===== config.mk =====
export PLATFORM = sky130hd
export DESIGN_NAME = sm_debounce
export DESIGN_NICKNAME = d
export VERILOG_FILES = /design/src/rtl/sm_debounce_pkg.sv /design/src/rtl/sm_debounce_bit.sv /design/src/rtl/sm_debounce.sv
export SDC_FILE = /design/constraint.sdc
export NUM_CORES = 1
export LEC_CHECK = 0
export CORE_MARGIN = 2
export CORE_UTILIZATION = 39
export CTS_CLUSTER_DIAMETER = 50
export DETAILED_ROUTE_END_ITERATION = 10
export PLACE_DENSITY_LB_ADDON = 0.08
export SKIP_LAST_GASP = 1
export SYNTH_ARGS = -nofsm -noshare
export SYNTH_HDL_FRONTEND = slang
export SYNTH_HIERARCHICAL = 1
export SYNTH_SLANG_ARGS = --single-unit

===== constraint.sdc =====
create_clock -name clkIn -period 3.18 [get_ports clkIn]
set_input_delay 0.795 -clock clkIn [delete_from_list [all_inputs] [get_ports clkIn]]
set_output_delay 0.795 -clock clkIn [all_outputs]
set_load 0.1 [all_outputs]

===== src/rtl/sm_debounce_pkg.sv =====
// Board-level constants shared by the sm_* blocks, plus the edge-pulse encoding
// used by the debouncer.
package sm_board_pkg;

   localparam int unsigned SM_CLK_HZ          = 10_000_000;
   localparam int unsigned SM_DEBOUNCE_MS     = 10;
   localparam int unsigned SM_DEBOUNCE_CYCLES = SM_CLK_HZ / 1000 * SM_DEBOUNCE_MS;

   typedef enum logic [1:0] {
      EDGE_NONE = 2'd0,
      EDGE_RISE = 2'd1,
      EDGE_FALL = 2'd2
   } sm_edge_e;

endpackage


===== src/rtl/sm_debounce_bit.sv =====
// One debounced bit: two-flop synchronizer, stability counter, registered level
// and registered rise/fall pulses.
module sm_debounce_bit
   import sm_board_pkg::*;
#(
   parameter int unsigned STABLE_CYCLES = SM_DEBOUNCE_CYCLES,
   parameter logic        RESET_VALUE   = 1'b0
) (
   input  logic clkIn,
   input  logic rst_p,
   input  logic in_i,
   output logic out_o,
   output logic rise_o,
   output logic fall_o
);

   localparam int unsigned     CNT_W    = (STABLE_CYCLES > 1) ? $clog2(STABLE_CYCLES + 1) : 1;
   localparam logic [CNT_W-1:0] CNT_LAST = CNT_W'(STABLE_CYCLES - 1);

   logic             s1_q, s2_q;
   logic             out_q, out_d;
   logic [CNT_W-1:0] cnt_q, cnt_d;
   logic             rise_q, fall_q;
   sm_edge_e         edge_d;

   // Any sample equal to the current level restarts the count.
   always_comb begin
      cnt_d  = cnt_q;
      out_d  = out_q;
      edge_d = EDGE_NONE;
      if (s2_q == out_q) begin
         cnt_d = '0;
      end else if (cnt_q == CNT_LAST) begin
         out_d  = s2_q;
         cnt_d  = '0;
         edge_d = s2_q ? EDGE_RISE : EDGE_FALL;
      end else begin
         cnt_d = cnt_q + 1'b1;
      end
   end

   always_ff @(posedge clkIn or posedge rst_p) begin
      if (rst_p) begin
         s1_q   <= RESET_VALUE;
         s2_q   <= RESET_VALUE;
         out_q  <= RESET_VALUE;
         cnt_q  <= '0;
         rise_q <= 1'b0;
         fall_q <= 1'b0;
      end else begin
         s1_q   <= in_i;
         s2_q   <= s1_q;
         out_q  <= out_d;
         cnt_q  <= cnt_d;
         rise_q <= (edge_d == EDGE_RISE);
         fall_q <= (edge_d == EDGE_FALL);
      end
   end

   assign out_o  = out_q;
   assign rise_o = rise_q;
   assign fall_o = fall_q;

endmodule


===== src/rtl/sm_debounce.sv =====
// Multi-bit switch conditioner: WIDTH independent copies of sm_debounce_bit.
module sm_debounce
   import sm_board_pkg::*;
#(
   parameter int unsigned      WIDTH         = 6,
   parameter int unsigned      STABLE_CYCLES = SM_DEBOUNCE_CYCLES,
   parameter logic [WIDTH-1:0] RESET_VALUE   = '0
) (
   input  logic             clkIn,
   input  logic             rst_p,
   input  logic [WIDTH-1:0] in,
   output logic [WIDTH-1:0] out,
   output logic [WIDTH-1:0] rise,
   output logic [WIDTH-1:0] fall
);

   for (genvar i = 0; i < WIDTH; i++) begin : g_bit
      sm_debounce_bit #(
         .STABLE_CYCLES (STABLE_CYCLES),
         .RESET_VALUE   (RESET_VALUE[i])
      ) u_bit (
         .clkIn  (clkIn),
         .rst_p  (rst_p),
         .in_i   (in[i]),
         .out_o  (out[i]),
         .rise_o (rise[i]),
         .fall_o (fall[i])
      );
   end

endmodule


==> load_flow_metrics.sql <==
INSERT INTO impl_metrics (metric_group, metric, value, unit) VALUES
('hold_path', 'min_delay_path_depth', '0', ''),
('logic_synthesis', 'synth_cell_type_count', '23', ''),
('logic_synthesis', 'synthFlopType', 'sky130_fd_sc_hd__dfrtp_1', ''),
('cts', 'cts_tree', 'built', ''),
('power_and_ir_drop', 'power.static_leakage', '0.003054', 'µW'),
('logic_synthesis', 'post_synthesis_instance_total', '576', ''),
('global_route', 'largest_net_degree_at_the_start_of_global_routing', '23', ''),
('flow_run', 'maxCapViolCount', '0', ''),
('setup_path', 'cp_slowest_stage_delay', '0.43', 'ns'),
('logic_synthesis', 'postSynthAreaPerCell', '11.23', 'µm²'),
('detailed_routing', 'final_routed_wire_length_divided_by_cell_count', '13.98', 'µm'),
('logic_synthesis', 'postSynth.asyncResetShare', '1.000', ''),
('setup_path', 'critical_path_arrival', '1.17', 'ns'),
('floorplan', 'core.rowCount', '47', ''),
('timing', 'final_min_period_over_clock_period', '0.6180', ''),
('status', 'run_status', 'finished, final reports clean', ''),
('power_and_ir_drop', 'irDropWorstVdd', '0.3652', 'mV'),
('timing', 'tns_setup', '0', 'ns'),
('setup_path', 'critPathBufInv', '1', ''),
('cts', 'clock_root_buffer_master', 'sky130_fd_sc_hd__clkbuf_16', ''),
('detailed_routing', 'drt-total-wl', '11.69', 'mm'),
('setup_path', 'startpoint_type_of_the_worst_setup_path', 'flop', ''),
('setup_path', 'path_delay_family', 'flip-flops', ''),
('hold_path', 'timing.hold.worst.class', 'reg -> reg', ''),
('setup_path', 'reg2reg_to', 'g_bit[0].u_bit/cnt_q[2]$_DFF_PP0_', ''),
('detailed_routing', 'drc', '0', ''),
('timing', 'rsz0062_at_grt', 'no', ''),
('hold_path', 'min_delay_worst_endpoint', 'g_bit[2].u_bit/s2_q$_DFF_PP0_', ''),
('floorplan', 'floorplan.die_area', '17640', 'µm²'),
('setup_path', 'worst-path-max-fanout', '5', ''),
('global_route', 'grt-ovfl-total', '0', ''),
('floorplan', 'die_y', '132.8', 'µm'),
('detailed_routing', 'drt_iter0_markers', '286', ''),
('setup_path', 'critPathRequiredTime', '2.38', 'ns'),
('detailed_routing', 'routed-via-count', '4126', ''),
('timing', 'finClkSkew', '0.006799', 'ns'),
('place', 'detailed_place_hpwl', '7.901', 'mm'),
('logic_synthesis', 'ys_warn_count', '6', ''),
('layout', 'post_route_cells_drive_above_1_share', '0.1672', ''),
('setup_path', 'worst-path-stages', '1', ''),
('layout', 'fillerInstances', '1538', ''),
('cts', 'worst_setup_hold_path_clk_slew', '0.06', 'ns'),
('floorplan', 'core-area', '16410', 'µm²'),
('cts', 'clkSinkCount', '132', ''),
('floorplan', 'effective_utilization_at_floorplan', '0.3944', ''),
('power_and_ir_drop', 'power.total', '3782', 'µW'),
('setup_path', 'crit_path_end_kind', 'output pin', ''),
('layout', 'design.final.nets', '618', ''),
('timing', 'worst-slew-pin-transition', '0.8378', 'ns'),
('setup_path', 'crit_path_start', 'g_bit[0].u_bit/out_o$_DFFE_PP0P_', ''),
('setup_path', 'reg2reg_depth', '5', ''),
('floorplan', 'die_width', '132.8', 'µm'),
('global_route', 'antenna_violations_before_repair', '0', ''),
('hold_path', 'hp-start', 'g_bit[2].u_bit/s1_q$_DFF_PP0_', ''),
('logic_synthesis', 'synth.net_count', '590', ''),
('cts', 'cts.hold.buffers_added', '0', ''),
('logic_synthesis', 'synth-seq-cells', '132', ''),
('setup_path', 'critPathKind', 'reg -> out', ''),
('layout', 'areaGrowthSynthToFinish', '14.68', '%'),
('setup_path', 'critical_path.cell_chain', 'buf_4', ''),
('timing', 'min_period', '1.965', 'ns'),
('timing', 'maxSlewHeadroom', '0.4409', ''),
('logic_synthesis', 'netlist.area_leader.share', '0.5104', ''),
('global_route', 'global_router_s_overall_resource_usage', '0.1462', ''),
('cts', 'cts_htree_levels', '4', ''),
('power_and_ir_drop', 'power_density', '509.6', 'nW/µm²'),
('setup_path', 'reg2reg_slack', '1.47', 'ns'),
('logic_synthesis', 'post-synth-top-area-cell', 'sky130_fd_sc_hd__dfrtp_1', ''),
('detailed_routing', 'vias_per_cell', '4.935', ''),
('setup_path', 'timing.rr.start', 'g_bit[0].u_bit/cnt_q[0]$_DFF_PP0_', ''),
('cts', 'cts_setup_buffers', '0', '');
-- logic make-up (layout without fill, tap and decap cells) --
logic type | Yosys count | after routing | synth area share
DFF | 132 | 132 | 0.5104
buffers and inverters | 30 | 70 | 0.02668
adders and majority gates | 6 | 6 | 0.01160
and+or+nand+nor | 306 | 306 | 0.3109
xor gates and xnor gates | 96 | 96 | 0.1299
muxes | 6 | 6 | 0.01044
-- layer usage --
layer	part of all wire	global-route usage	up-vias
li1	-	-	2047
met1	0.47	0.1978	2026
met4	0.013	0.05257	0
met2	0.49	0.2280	41
met5	0	0	-
met3	0.027	0.03755	12
-- state kept, by name (all words and copies together), names as in the netlist --
signal,flops
g_bit.u_bit/s2_q,6
g_bit.u_bit/s1_q,6
g_bit.u_bit/fall_o,6
g_bit.u_bit/out_o,6
g_bit.u_bit/rise_o,6
g_bit.u_bit/cnt_q,102
-- cells in the mapped netlist, types with 12 or more instances --
cell type                 count
sky130_fd_sc_hd__xnor2_1     66
sky130_fd_sc_hd__xor2_1      30
sky130_fd_sc_hd__nand4_1     24
sky130_fd_sc_hd__buf_2       12
sky130_fd_sc_hd__nand2_1     30
sky130_fd_sc_hd__nor4_2      30
sky130_fd_sc_hd__nand3_1     36
sky130_fd_sc_hd__nor2_1     108
sky130_fd_sc_hd__dfrtp_1    132
sky130_fd_sc_hd__nor3_1      18
sky130_fd_sc_hd__nor3b_1     12
sky130_fd_sc_hd__inv_1       12
-- power breakdown --
group          leakage, µW  total, µW  internal [µW]  switching (µW)
sequential         0.00180       1740           1710            28.5
combinational     0.000968        101           31.3            69.8
clock             0.000285       1950           1240             706
total              0.00305       3780           2980             805
-- stage by stage --
step	cells	area (µm²)	utilization	hold WS (ns)	setup WS, ns
2_1_floorplan	576	6471	-	0.3312	1.439
3_3_place_gp	805	6839	0.4168	0.3351	1.121
3_5_place_dp	805	6839	0.4168	0.3380	1.054
4_1_cts	836	7421	0.4523	0.3459	1.190
5_1_grt	836	7421	0.4523	0.3521	1.159
6_report	836	7421	0.4523	0.3476	1.215
-- layout make-up --
class,count,area [µm²],share of cell area
sequential,132,3303,0.4451
multi-input combinational,414,2995,0.4036
clock buffer,20,446.7,0.06019
tap,220,275.3,0.03709
timing repair buffer,27,220.2,0.02967
clock inverter,11,135.1,0.01821
inverter,12,45.04,0.006070
-- how the worst max path moves through the flow --
stage | to | slack (ns)
finish | out[0] | 1.21
global route | out[0] | 1.16
CTS | out[0] | 1.19
detailed placement | g_bit[0].u_bit/rise_o$_DFF_PP0_ | 1.05
global placement | g_bit[1].u_bit/cnt_q[0]$_DFF_PP0_ | 1.12
floorplan | out[0] | 1.44
-- layout by cell type, fill, tap and decap left out --
cell type / count
sky130_fd_sc_hd__ha_1: 6
sky130_fd_sc_hd__nand4_4: 6
sky130_fd_sc_hd__nand3_1: 36
sky130_fd_sc_hd__nor3_1: 18
sky130_fd_sc_hd__nor3b_1: 12
sky130_fd_sc_hd__bufinv_16: 3
sky130_fd_sc_hd__nand4_1: 24
sky130_fd_sc_hd__inv_1: 12
sky130_fd_sc_hd__clkdlybuf4s50_1: 7
sky130_fd_sc_hd__mux2_1: 6
sky130_fd_sc_hd__and4bb_1: 6
sky130_fd_sc_hd__nand2_2: 6
sky130_fd_sc_hd__buf_4: 20
sky130_fd_sc_hd__nand2_1: 30
sky130_fd_sc_hd__nor2_1: 108
sky130_fd_sc_hd__nand4_2: 6
sky130_fd_sc_hd__nor4bb_1: 6
sky130_fd_sc_hd__dfrtp_1: 132
sky130_fd_sc_hd__clkinv_2: 6
sky130_fd_sc_hd__xor2_1: 30
sky130_fd_sc_hd__and4_1: 6
sky130_fd_sc_hd__clkinvlp_4: 2
sky130_fd_sc_hd__clkbuf_1: 2
sky130_fd_sc_hd__and3_1: 6
sky130_fd_sc_hd__clkbuf_16: 17
sky130_fd_sc_hd__nor4b_4: 6
sky130_fd_sc_hd__nor4_2: 30
sky130_fd_sc_hd__clkbuf_8: 1
sky130_fd_sc_hd__xnor2_1: 66
Note: power is estimated with default switching activity, not from simulation.
